## config.mk

```make
export PLATFORM = sky130hd
export DESIGN_NAME = uart_tx_frame_arbiter
export DESIGN_NICKNAME = d
export VERILOG_FILES = /design/src/rtl/uart_tx_frame_arbiter.sv
export SDC_FILE = /design/constraint.sdc
export NUM_CORES = 1
export LEC_CHECK = 0
export CAP_MARGIN = 25
export CORE_ASPECT_RATIO = 1.5
export CORE_MARGIN = 8
export CORE_UTILIZATION = 44
export CTS_BUF_LIST = sky130_fd_sc_hd__clkbuf_4
export DETAILED_ROUTE_END_ITERATION = 8
export PLACE_DENSITY = 0.75
export SLEW_MARGIN = 20
export SYNTH_ARGS = -nofsm -noshare
export SYNTH_HDL_FRONTEND = slang
export SYNTH_SLANG_ARGS = --single-unit
```

## constraint.sdc

```tcl
create_clock -name clk_50mhz -period 1.9 [get_ports clk_50mhz]
set_input_delay 0.38 -clock clk_50mhz [delete_from_list [all_inputs] [get_ports clk_50mhz]]
set_output_delay 0.38 -clock clk_50mhz [all_outputs]
set_load 0.02 [all_outputs]
```

## src/rtl/uart_tx_frame_arbiter.sv

```systemverilog
`default_nettype none
// ============================================================================
// Module   : uart_tx_frame_arbiter
// Purpose  : Shares one UART transmitter between two byte requesters. Each
//            accepted request becomes an atomic two-byte frame: a
//            requester-specific header, then the requester's data byte.
//            Selection is round-robin. Frames never interleave.
// Ports    : clk_50mhz, reset      - system clock, synchronous active-high reset
//            req0_valid/data/ready - requester 0 (sample echo path)
//            req1_valid/data/ready - requester 1 (event reporter)
//            tx_active, tx_done    - status from uart_tx
//            tx_dv, tx_byte        - one-cycle load strobe and byte to uart_tx
//            grant                 - one-hot owner of the current frame, 0 when idle
//            busy                  - FSM is not in IDLE
//            frames_sent           - completed-frame counter (wraps)
//            tx_error              - one-cycle pulse on watchdog abort
// Options  : TX_ARB_TIMEOUT_EN - when defined, a per-byte watchdog aborts a
//            frame whose tx_done never arrives.
// Revision : 1.0 - initial release
// ============================================================================
module uart_tx_frame_arbiter #(
  parameter logic [7:0] HDR0            = 8'hAA,
  parameter logic [7:0] HDR1            = 8'h55,
  parameter int         TX_TIMEOUT_CLKS = 5000
) (
  input  logic        clk_50mhz,
  input  logic        reset,
  input  logic        req0_valid,
  input  logic [7:0]  req0_data,
  output logic        req0_ready,
  input  logic        req1_valid,
  input  logic [7:0]  req1_data,
  output logic        req1_ready,
  input  logic        tx_active,
  input  logic        tx_done,
  output logic        tx_dv,
  output logic [7:0]  tx_byte,
  output logic [1:0]  grant,
  output logic        busy,
  output logic [15:0] frames_sent,
  output logic        tx_error
);

  typedef enum logic [2:0] {
    IDLE     = 3'd0,
    SEND_HDR = 3'd1,
    WAIT_HDR = 3'd2,
    SEND_DAT = 3'd3,
    WAIT_DAT = 3'd4
  } state_t;

  state_t     state;
  logic       last;       // index of the requester served most recently
  logic [7:0] data_q;     // data byte latched at accept
  logic       sel;        // requester chosen in IDLE
  logic       sel_valid;  // some requester is offering a byte

  // Round-robin pick: on a tie the requester that was not served last wins.
  always_comb begin
    sel       = 1'b0;
    sel_valid = req0_valid | req1_valid;
    if (req0_valid && req1_valid) begin
      sel = ~last;
    end else if (req1_valid) begin
      sel = 1'b1;
    end
  end

  assign req0_ready = (state == IDLE) && sel_valid && !sel;
  assign req1_ready = (state == IDLE) && sel_valid &&  sel;
  assign busy       = (state != IDLE);

`ifdef TX_ARB_TIMEOUT_EN
  localparam logic [12:0] WD_LAST = 13'(TX_TIMEOUT_CLKS - 1);
  logic [12:0] wd_cnt;
`else
  // Without the watchdog a lost tx_done stalls the frame until reset.
  assign tx_error = 1'b0;
`endif

  always_ff @(posedge clk_50mhz) begin
    if (reset) begin
      state       <= IDLE;
      tx_dv       <= 1'b0;
      tx_byte     <= 8'h00;
      grant       <= 2'b00;
      frames_sent <= 16'h0000;
      last        <= 1'b1;     // so requester 0 wins the first tie
      data_q      <= 8'h00;
`ifdef TX_ARB_TIMEOUT_EN
      tx_error    <= 1'b0;
      wd_cnt      <= 13'd0;
`endif
    end else begin
      tx_dv <= 1'b0;           // strobe is a single-cycle pulse
`ifdef TX_ARB_TIMEOUT_EN
      tx_error <= 1'b0;
      wd_cnt   <= 13'd0;       // only counts while parked in a WAIT state
`endif
      case (state)
        IDLE: begin
          if (sel_valid) begin
            data_q <= sel ? req1_data : req0_data;
            grant  <= sel ? 2'b10 : 2'b01;
            state  <= SEND_HDR;
          end
        end
        SEND_HDR: begin
          // A byte still shifting out (possibly from before a reset) must finish first.
          if (!tx_active) begin
            tx_dv   <= 1'b1;
            tx_byte <= grant[1] ? HDR1 : HDR0;
            state   <= WAIT_HDR;
          end
        end
        WAIT_HDR: begin
          if (tx_done) begin
            state <= SEND_DAT;
          end
        end
        SEND_DAT: begin
          if (!tx_active) begin
            tx_dv   <= 1'b1;
            tx_byte <= data_q;
            state   <= WAIT_DAT;
          end
        end
        WAIT_DAT: begin
          if (tx_done) begin
            state       <= IDLE;
            last        <= grant[1];
            frames_sent <= frames_sent + 16'd1;
            grant       <= 2'b00;
          end
        end
        default: begin
          state <= IDLE;
          grant <= 2'b00;
        end
      endcase
`ifdef TX_ARB_TIMEOUT_EN
      // Abort overrides the case above only when tx_done is absent, so it
      // never competes with a normal WAIT_* exit.
      if ((state == WAIT_HDR || state == WAIT_DAT) && !tx_done) begin
        if (wd_cnt == WD_LAST) begin
          state    <= IDLE;
          tx_error <= 1'b1;
          grant    <= 2'b00;
          last     <= grant[1];
        end else begin
          wd_cnt <= wd_cnt + 13'd1;
        end
      end
`endif
    end
  end

endmodule
`default_nettype wire

```

==> metrics.cfg <==
[pwr]
power_leakage_uw = 0.000901
cellPowerDensity_mw_per_mm2 = 665
ir_worst_vdd_uv = 568

[placed_design]
io_buffers = 51
place.gp.congestion = 0.737
placed_area_mm2 = 0.00240
dp_hpwl_mm = 3.06

[sta]
timing.hold.ws_ps = 502
tightest_slew_ps = 523
rsz0062_at_grt = no
slew_violations = 0
max_freq_mhz = 540
setup_viol = 0
slew_headroom = 0.651
fin_crit_sh = 0.974
skew_ps = 8.51
hold_viol_final = 0
period_minus_slack_ps = 1850

[critical_path]
r2r-start = state[1]
ff2ff_setup_slack_ps = 50
cp.required_ps = 2140
cp-end-kind = register
worstPathArrival_ps = 2090
critPathLaunchType = register
ff2ff_path_depth = 5
worst-setup-path-type = register to register
path_max_fanout = 5
regToRegEndpoint = frames_sent[14]

[detailed_routing]
route.vias.total = 1611
ant_nets = 0
routed_wl_mm = 4.14
detail_route.wl_per_cell_um = 13.3
dr.pass1.iters = 4
via_per_inst = 5.18
dr.first_iter.drc_count = 74
drc = 0

[finish]
fillers = 340
postLayoutCoreUtil = 0.633
final_cell_mix = 47 x clkdlybuf4s50_1, 37 x dfxtp_1, 27 x nor2_1
final_common_cell = clkdlybuf4s50_1
drive_above_1_share = 0.135
nNetsFinal = 288
area_growth_pct = 39.1
seq_area_um2 = 783
final_area_mm2 = 0.00246
n_antenna_cell = 0
multi_input_area_um2 = 901

[clock_network]
cts_max_path_buffers = 2
cts_buffers = 5
clkLatencyLatePin_ps = 340
root_buffer = clkbuf_4
clk_pin_slew_ps = 120
clock_sinks = 39
cts_tree = done
htreeDepth = 2
hold_buffers = 0

[floorplanning]
coreArea_mm2 = 0.00389
ioPinCount = 53
dieWidth_um = 67.8
dieArea_mm2 = 0.00635
rows = 28
initial_utilization = 0.455
fp.dieH_um = 93.7

[job]
drv_cap = 0

[global_routing]
grt_pass1_wl_mm = 7.21
grt_overflow_total = 0
grt_usage = 0.143
grt_pass1_vias = 1607
antenna_found_initial = 0
grt_max_degree = 44

[synthesis]
synth-seq-cells = 39
netlist_instances = 204
synth_fp_nets = 227
synth_sequential_area_ratio = 0.441
synth.avg_cell_area_um2 = 8.68
synth_top_flop_cell = dfxtp_1
synth_edf_count = 0
netlist_area_mm2 = 0.00177
async_flop_share = 0
yosysWarnings = 0
ys_types = 38

[worst_hold_path]
hold_end = grant[0]
hold_start = grant[0]
hold_depth = 2
hold_path.class = register to register

[outcome]
outcome = finished, final reports clean

==> sequential cells by signal, summed over array words and instances (netlist names) <==
| signal | flops |
|---|---|
| tx_dv | 1 |
| grant | 2 |
| last | 1 |
| state | 3 |
| tx_byte | 8 |
| frames_sent | 16 |
| data_q | 8 |
==> metal layers <==
layer / vias up / wire length (um) / global-route usage
li1: 836 / - / -
met2: 37 / 2100 / 0.234
met4: 0 / 61 / 0.0515
met1: 733 / 1740 / 0.167
met3: 5 / 239 / 0.0478
met5: - / 0 / 0
==> what timing repair did <==
action / CTS / global route
setup buffers: 0 / 0
resized for setup: 10 / 5
setup endpoints to repair: 3 / 4
cloned: 0 / 0
==> cell families (layout without fill, tap and decap cells) <==
kind of cell	after synthesis	in the layout	synth area share
AO/OA/AOI/OAI	42	42	0.138
XOR/XNOR	11	11	0.0544
adder cells (fa/ha/maj)	1	1	0.00707
buffers and inverters	19	81	0.0551
flip-flops	39	39	0.441
multiplexers	9	9	0.0516
other	1	1	0.00212
AND/OR/NAND/NOR	82	82	0.251
==> how the worst max path moves through the flow <==
| stage | start | end | cells after the start |
|---|---|---|---|
| final | state[1] | frames_sent[14] | 5 |
| after global routing | state[1] | frames_sent[14] | 5 |
| after CTS | state[0] | req1_ready | 4 |
| after detailed placement | req1_valid | req1_ready | 4 |
| after global placement | req1_valid | req1_ready | 4 |
| after floorplan | state[1] | frames_sent[14] | 6 |
==> power by group <==
part / switching (uW) / internal [uW]
Clock: 265 / 173
Combinational: 152 / 155
Sequential: 28.4 / 864
==> through the flow <==
step	setup WS, ps	total power (uW)	setup TNS, ps	cells
2_1_floorplan	65.0	1080	0	204
3_3_place_gp	-337	1220	-1530	303
3_5_place_dp	-346	1220	-1730	303
4_1_cts	22.5	1650	0	311
5_1_grt	4.45	1730	0	311
6_report	49.0	1640	0	311
==> final cells by class <==
class	instances	share of cell area
sequential	39	0.318
clock buffer	7	0.0213
timing repair buffer	69	0.264
clock inverter	1	0.00203
inverter	4	0.00610
tap	45	0.0229
multi-input combinational	146	0.366
==> Yosys cell counts (all sizes together), types with 2 or more instances <==
library cell,instances,area (um2)
and3,2,12.5
dfxtp,39,781
inv,4,15.0
nor2,27,101
a21oi,11,55.1
nor2b,4,25.0
nor4,4,31.3
nor3,9,45.0
nand2,5,18.8
xor2,3,26.3
clkbuf,7,26.3
nand3b,8,60.1
xnor2,8,70.1
nand4,4,25.0
a211oi,8,60.1
and2,2,12.5
mux2i,8,80.1
or3,3,18.8
buf,8,56.3
o21ai,19,95.1
nand2b,3,18.8
nand3,6,30.0
==> critical path, cell delays in order, from the launching register on <==
cell     delay [ps]
dfxtp_1         370
buf_4           160
or3b_1          380
nor4_2          380
nand4_1         140
mux2_1          320
No activity file was read; power rests on OpenSTA's default activity.
